$ cat src/rtl/align_wavefront_ctrl.sv
// align_wavefront_ctrl: job sequencer for the local-alignment array.
// Walks LOAD -> CALC -> DRAIN -> TRACE for one query/database pair.
// Query/database lengths are given at runtime in PU tiles. Abort, timeout and
// the start/ready/done handshake wrap the sequence. All outputs are decoded from
// registered state, except the traceback address split (rd_*), which is purely
// combinational.
module align_wavefront_ctrl #(
    parameter  int unsigned SEQ_LEN    = 32,
    parameter  int unsigned PE_DIM     = 2,
    parameter  int unsigned LOAD_BEATS = 8,
    parameter  int unsigned CALC_LAT   = 1,
    parameter  int unsigned TB_MAX     = 256,
    localparam int unsigned NUM_PU     = SEQ_LEN / PE_DIM,
    localparam int unsigned ND         = 2 * NUM_PU - 1,
    localparam int unsigned LEN_W      = $clog2(NUM_PU + 1),
    localparam int unsigned DIAG_W     = $clog2(ND),
    localparam int unsigned PU_W       = $clog2(NUM_PU),
    localparam int unsigned POS_W      = $clog2(SEQ_LEN),
    localparam int unsigned PE_SH      = $clog2(PE_DIM),
    localparam int unsigned BI_W       = $clog2(LOAD_BEATS)
) (
    input  logic                 clk,
    input  logic                 rst,
    input  logic                 start,
    input  logic [LEN_W-1:0]     len_q,
    input  logic [LEN_W-1:0]     len_d,
    input  logic                 abort,
    output logic                 ready,
    output logic                 cfg_err,
    output logic                 buf_wr_en,
    output logic [BI_W-1:0]      buf_idx,
    output logic                 calc_valid,
    output logic [DIAG_W-1:0]    calc_diag,
    output logic [NUM_PU-1:0]    pu_mask,
    output logic                 mem_wr_en,
    output logic [DIAG_W-1:0]    mem_wr_diag,
    output logic                 max_wr_en,
    output logic                 tb_en,
    output logic                 tb_start,
    input  logic [POS_W-1:0]     tb_row,
    input  logic [POS_W-1:0]     tb_col,
    input  logic                 tb_finished,
    output logic [DIAG_W-1:0]    rd_diag,
    output logic [PU_W-1:0]      rd_pu,
    output logic [2*PE_SH-1:0]   rd_pe,
    output logic                 done,
    output logic                 tb_timeout,
    output logic                 aborted
);

    // One shared counter serves load beats, diagonals, drain and traceback
    // cycles, so it must be wide enough for the largest of them.
    localparam int unsigned TBC_W = $clog2(TB_MAX);
    localparam int unsigned DRC_W = (CALC_LAT > 1) ? $clog2(CALC_LAT) : 1;
    localparam int unsigned CW0   = (BI_W > DIAG_W) ? BI_W : DIAG_W;
    localparam int unsigned CW1   = (CW0 > TBC_W) ? CW0 : TBC_W;
    localparam int unsigned CNT_W = (CW1 > DRC_W) ? CW1 : DRC_W;

    localparam logic [CNT_W-1:0] LOAD_LAST  = CNT_W'(LOAD_BEATS - 1);
    localparam logic [CNT_W-1:0] DRAIN_LAST = CNT_W'(CALC_LAT - 1);
    localparam logic [CNT_W-1:0] TB_LAST    = CNT_W'(TB_MAX - 1);

    typedef enum logic [2:0] {
        S_IDLE,
        S_LOAD,
        S_CALC,
        S_DRAIN,
        S_TRACE
    } state_t;

    state_t             state_q, state_d;
    logic [CNT_W-1:0]   cnt_q, cnt_d;
    logic [LEN_W-1:0]   lq_q, lq_d;
    logic [LEN_W-1:0]   ld_q, ld_d;
    logic               cfg_err_q, cfg_err_d;
    logic               done_q, done_d;
    logic               timeout_q, timeout_d;
    logic               aborted_q, aborted_d;

    logic [CALC_LAT-1:0] vld_q, vld_d;
    logic [DIAG_W-1:0]   pdiag_q [CALC_LAT];
    logic [DIAG_W-1:0]   pdiag_d [CALC_LAT];

    logic               pipe_clr;
    logic               len_ok;
    logic [LEN_W:0]     diag_span;
    logic [CNT_W-1:0]   calc_last;
    logic [NUM_PU-1:0]  mask_c;

    // Lengths are legal when both lie in 1..NUM_PU; the last diagonal index is Lq+Ld-2.
    always_comb begin
        len_ok    = (len_q != '0) && (32'(len_q) <= NUM_PU)
                 && (len_d != '0) && (32'(len_d) <= NUM_PU);
        diag_span = {1'b0, lq_q} + {1'b0, ld_q} - (LEN_W + 1)'(2);
        calc_last = CNT_W'(diag_span);
    end

    // State registers and one-cycle status pulses.
    always_ff @(posedge clk) begin
        if (rst) begin
            state_q   <= S_IDLE;
            cnt_q     <= '0;
            lq_q      <= '0;
            ld_q      <= '0;
            cfg_err_q <= 1'b0;
            done_q    <= 1'b0;
            timeout_q <= 1'b0;
            aborted_q <= 1'b0;
        end else begin
            state_q   <= state_d;
            cnt_q     <= cnt_d;
            lq_q      <= lq_d;
            ld_q      <= ld_d;
            cfg_err_q <= cfg_err_d;
            done_q    <= done_d;
            timeout_q <= timeout_d;
            aborted_q <= aborted_d;
        end
    end

    // Next-state logic; abort outranks every normal phase exit.
    always_comb begin
        state_d   = state_q;
        cnt_d     = cnt_q;
        lq_d      = lq_q;
        ld_d      = ld_q;
        cfg_err_d = 1'b0;
        done_d    = 1'b0;
        timeout_d = 1'b0;
        aborted_d = 1'b0;
        pipe_clr  = 1'b0;

        if ((state_q != S_IDLE) && abort) begin
            state_d   = S_IDLE;
            cnt_d     = '0;
            aborted_d = 1'b1;
            pipe_clr  = 1'b1;
        end else begin
            case (state_q)
                S_IDLE: begin
                    cnt_d = '0;
                    if (start) begin
                        if (len_ok) begin
                            lq_d    = len_q;
                            ld_d    = len_d;
                            state_d = S_LOAD;
                        end else begin
                            cfg_err_d = 1'b1;
                        end
                    end
                end
                S_LOAD: begin
                    if (cnt_q == LOAD_LAST) begin
                        state_d = S_CALC;
                        cnt_d   = '0;
                    end else begin
                        cnt_d = cnt_q + CNT_W'(1);
                    end
                end
                S_CALC: begin
                    if (cnt_q == calc_last) begin
                        state_d = S_DRAIN;
                        cnt_d   = '0;
                    end else begin
                        cnt_d = cnt_q + CNT_W'(1);
                    end
                end
                S_DRAIN: begin
                    if (cnt_q == DRAIN_LAST) begin
                        state_d = S_TRACE;
                        cnt_d   = '0;
                    end else begin
                        cnt_d = cnt_q + CNT_W'(1);
                    end
                end
                S_TRACE: begin
                    if (tb_finished) begin
                        state_d = S_IDLE;
                        cnt_d   = '0;
                        done_d  = 1'b1;
                    end else if (cnt_q == TB_LAST) begin
                        state_d   = S_IDLE;
                        cnt_d     = '0;
                        timeout_d = 1'b1;
                    end else begin
                        cnt_d = cnt_q + CNT_W'(1);
                    end
                end
                default: begin
                    state_d = S_IDLE;
                    cnt_d   = '0;
                end
            endcase
        end
    end

    // PU j works on tile (cnt-j, j) when that tile lies inside the Lq x Ld grid.
    always_comb begin
        mask_c = '0;
        if (state_q == S_CALC) begin
            for (int unsigned j = 0; j < NUM_PU; j++) begin
                mask_c[j] = (j < 32'(ld_q)) && (32'(cnt_q) >= j)
                         && ((32'(cnt_q) - j) < 32'(lq_q));
            end
        end
    end

    // Shift calc_valid/calc_diag through the compute-latency pipe; abort flushes it.
    always_comb begin
        vld_d[0]   = calc_valid;
        pdiag_d[0] = calc_diag;
        for (int unsigned i = 1; i < CALC_LAT; i++) begin
            vld_d[i]   = vld_q[i-1];
            pdiag_d[i] = pdiag_q[i-1];
        end
        if (pipe_clr) begin
            vld_d = '0;
            for (int unsigned i = 0; i < CALC_LAT; i++) begin
                pdiag_d[i] = '0;
            end
        end
    end

    // Compute-latency pipe registers.
    always_ff @(posedge clk) begin
        if (rst) begin
            vld_q <= '0;
            for (int unsigned i = 0; i < CALC_LAT; i++) begin
                pdiag_q[i] <= '0;
            end
        end else begin
            vld_q   <= vld_d;
            pdiag_q <= pdiag_d;
        end
    end

    assign ready       = (state_q == S_IDLE);
    assign cfg_err     = cfg_err_q;
    assign buf_wr_en   = (state_q == S_LOAD);
    assign buf_idx     = (state_q == S_LOAD) ? cnt_q[BI_W-1:0] : '0;
    assign calc_valid  = (state_q == S_CALC);
    assign calc_diag   = (state_q == S_CALC) ? cnt_q[DIAG_W-1:0] : '0;
    assign pu_mask     = mask_c;
    assign mem_wr_en   = vld_q[CALC_LAT-1];
    assign mem_wr_diag = pdiag_q[CALC_LAT-1];
    assign max_wr_en   = vld_q[CALC_LAT-1];
    assign tb_en       = (state_q == S_TRACE);
    assign tb_start    = (state_q == S_TRACE) && (cnt_q == '0);
    assign done        = done_q;
    assign tb_timeout  = timeout_q;
    assign aborted     = aborted_q;

    assign rd_diag = DIAG_W'(tb_row[POS_W-1:PE_SH]) + DIAG_W'(tb_col[POS_W-1:PE_SH]);
    assign rd_pu   = tb_col[POS_W-1:PE_SH];
    assign rd_pe   = {tb_row[PE_SH-1:0], tb_col[PE_SH-1:0]};

endmodule

$ cat config.mk
export PLATFORM = sky130hd
export DESIGN_NAME = align_wavefront_ctrl
export DESIGN_NICKNAME = d
export VERILOG_FILES = /design/src/rtl/align_wavefront_ctrl.sv
export SDC_FILE = /design/constraint.sdc
export NUM_CORES = 1
export LEC_CHECK = 0
export CAP_MARGIN = 20
export CORE_AREA = 2 2 94 106
export DETAILED_ROUTE_END_ITERATION = 8
export DIE_AREA = 0 0 96 108
export GPL_ROUTABILITY_DRIVEN = 0
export PLACE_DENSITY = 0.69
export SETUP_SLACK_MARGIN = 0.02
export SLEW_MARGIN = 20
export SYNTH_ARGS = -nofsm -noshare
export SYNTH_HDL_FRONTEND = slang
export SYNTH_SLANG_ARGS = --single-unit
$ cat constraint.sdc
create_clock -name clk -period 3.4 [get_ports clk]
set_input_delay 0.68 -clock clk [delete_from_list [all_inputs] [get_ports clk]]
set_output_delay 0.68 -clock clk [all_outputs]
set_load 0.02 [all_outputs]
==> impl_metrics.csv, run 1 <==
group,metric,value,unit
worst_hold_path,hold_path_class,"reg2reg",
setup_path,cp_data_arrival_time,2580,ps
yosys,synth_cells,530,
cells_and_area,final_area,5259,sq um
setup_path,start_kind,"register",
clocking,cts_htree_levels,2,
pwr,seqPwrFrac,0.361,
cells_and_area,final_common_cell,"ha_1",
sta,finalSetupViolations,0,
yosys,synthArstFlopShare,0,
flow_run,cap_violations,0,
cells_and_area,diodes,0,
pwr,combPwrFrac,0.264,
sta,tightestPinTransition,733.4,ps
routing,avgViaCountPerCell,5.664,
grt,overflow,0,
cells_and_area,ff_latch_area,620.6,sq um
clocking,clock-sinks,31,
yosys,synth_fp_nets,629,
routing,wl,12640,um
yosys,synth_edf_count,0,
sta,finClkSkew,8.076,ps
floorplanning,die_y,108,um
yosys,synthFlopType,"dfxtp_1",
pwr,sw_frac_of_total,0.2971,
routing,ant_nets,0,
floorplanning,core.rowCount,37,
sta,fin_tns_setup,0,ps
routing,drtIter0Drc,349,
clocking,cts_tree,"yes",
cells_and_area,n_fill_cell,862,
setup_path,end_kind,"output port",
setup_path,path_max_fanout,12,
yosys,yosys_warnings,0,
status,status,"finished, final reports clean",
grt,grt_first_pass_wirelength,20390,um
grt,antenna_found_initial,0,
sta,rsz0062_at_grt,"false",
place,port_buffers,71,
sta,whs,503.5,ps
routing,drc,0,
pwr,clockPowerShare,0.375,
pwr,peakVddDrop,0.1602,mV
cells_and_area,layout_common_cells,"66 x ha_1, 56 x nor2_1, 54 x clkdlybuf4s50_1",
pwr,p_leak,2.317,nW
sta,drv_slew,0,
pwr,p_per_area,199.3,nW/um^2
yosys,seq_area_frac_synth,0.1516,
grt,grt_usage,0.2531,
yosys,ys_seq_elements,31,
cells_and_area,final_nets,722,
grt,grt_start_max_net_pins,20,
setup_path,crit_required,2720,ps
floorplanning,fp.coreArea,9213,sq um
yosys,synth_area_per_cell,7.722,sq um
place,hpwl,10070,um
cells_and_area,drive_above_1_share,0.1554,
floorplanning,start_util,0.4442,
grt,grt_pass1_vias,4102,
routing,dr.pass1.iters,5,
cells_and_area,multiInputGateArea,3148,sq um
pwr,internal-power,0.7368,mW
pwr,total_power,1.048,mW
floorplanning,dieWidth,96,um
pwr,p_sw,0.3115,mW
clocking,clkTransAtPathRegs,80,ps
sta,period_minus_slack,3256,ps
clocking,clockBufferDepth,2,
routing,vias,4197,
setup_path,worst-setup-path-type,"reg2out",
floorplanning,ioPinCount,76,
yosys,netlist_area,4093,sq um
sta,period_share,0.9578,
sta,hold_viol,0,
sta,slew_headroom,0.5073,
yosys,synth.distinct_cells,61,
routing,detail_route.wl_per_cell,17.06,um
clocking,clock_latency,290,ps
floorplanning,die-area,10370,sq um
cells_and_area,area_delta_synth_final,28.49,%
clocking,cts_root_buf,"clkbuf_8",
place,place_area,5120,sq um
clocking,cts_setup_buffers,0,
clocking,cts_made_buffers,5,
sta,fmax,307.1,MHz
flip-flops by register name, indices dropped and copies added, names as in the netlist:
name         count
cnt_q            8
ld_q             5
lq_q             5
mem_wr_diag      5
state_q          3
aborted          1
cfg_err          1
done             1
max_wr_en        1
tb_timeout       1
cell families after synthesis:
kind of cell               Yosys count  synth area share
xor gates and xnor gates            46            0.1003
buffers and inverters               82           0.09294
and+or+nand+nor                    162            0.1911
AOI/OAI and AO/OA                  122            0.2021
adders and majority gates           74            0.2299
muxes                               13           0.03210
DFF                                 31            0.1516
worst paths after layout:
| path | end | cells past startpoint | startpoint | slack, ps |
|---|---|---|---|---|
| worst max register to register | cnt_q[5] | 11 | lq_q[1] | 420 |
| worst max-delay path | pu_mask[11] | 11 | cnt_q[2] | 140 |
| worst min register to register | lq_q[2] | 2 | lq_q[2] | 500 |
| worst min-delay path | lq_q[2] | 2 | lq_q[2] | 500 |
synth_stat cells, types with 3 or more instances:
library cell,instances,share of area
xor2_1,11,0.024
buf_4,11,0.020
and2_1,3,0.0046
inv_2,5,0.0046
nor2_1,56,0.051
buf_2,9,0.011
a21oi_1,34,0.042
a211oi_1,8,0.015
ha_1,72,0.22
and3_1,4,0.0061
inv_1,42,0.039
a311oi_1,3,0.0064
dfxtp_1,31,0.15
nand3_1,7,0.0086
nor2b_1,9,0.014
nor4_1,3,0.0046
a21o_1,28,0.051
nand2b_1,7,0.011
nand4_1,9,0.014
clkbuf_1,9,0.0083
nor3_1,17,0.021
nand2_1,35,0.032
xnor2_1,34,0.073
o21ai_0,20,0.024
mux2i_1,12,0.029
power groups by stage:
stage	Combinational (mW)	Clock [mW]	Sequential [mW]
2_1_floorplan	0.176	0	0.386
3_3_place_gp	0.269	0	0.386
3_5_place_dp	0.276	0	0.386
4_1_cts	0.277	0.397	0.378
5_1_grt	0.305	0.414	0.379
6_report	0.277	0.393	0.378
metrics by stage:
stage	instances	worst slack [ps]	util
2_1_floorplan	530	91.60	-
3_3_place_gp	733	28.87	0.5558
3_5_place_dp	733	3.891	0.5558
4_1_cts	741	20.96	0.5681
5_1_grt	741	20.74	0.5708
6_report	741	143.6	0.5708
worst max-delay path: stages (launching register included):
cell,delay (ps)
dfxtp_1,320
buf_4,200
ha_2,240
buf_4,170
buf_4,160
a21o_1,190
xnor2_1,130
ha_1,180
nor2_1,100
nand4_1,110
a21oi_1,140
dlygate4sd2_1,340
what timing repair did:
action                                  in CTS  in global routing
hold buffers                                 0                  0
resized for setup                           27                 32
endpoints found under the hold margin        0                  0
pin swaps                                    0                  0
endpoints found under the setup margin      15                 15
routing by layer:
| metal | global-route usage | vias up | share of wire |
|---|---|---|---|
| met5 | 0 | - | 0 |
| met4 | 0.1071 | 0 | 0.034 |
| met3 | 0.03206 | 38 | 0.067 |
| met2 | 0.4365 | 191 | 0.48 |
| met1 | 0.3126 | 1943 | 0.42 |
| li1 | - | 2025 | - |
layout make-up:
type	count	share of cell area
Clock inverter	2	0.006662
Clock buffer	6	0.01570
Multi-Input combinational cell	417	0.5986
Sequential cell	31	0.1180
Timing Repair Buffer	119	0.1972
Tap cell	117	0.02784
Inverter	49	0.03593
No activity file was read; power rests on OpenSTA's default activity.
==> run 2, diff against run 1 <==
--- a/config.mk
+++ b/config.mk
@@ -10,6 +10,7 @@
 export DETAILED_ROUTE_END_ITERATION = 8
 export DIE_AREA = 0 0 96 108
 export GPL_ROUTABILITY_DRIVEN = 0
+export HOLD_SLACK_MARGIN = 0.1
 export PLACE_DENSITY = 0.69
 export SETUP_SLACK_MARGIN = 0.02
 export SLEW_MARGIN = 20
==> results of run 2 <==
The final DEF is identical to that of run 1; final timing and power are the same.
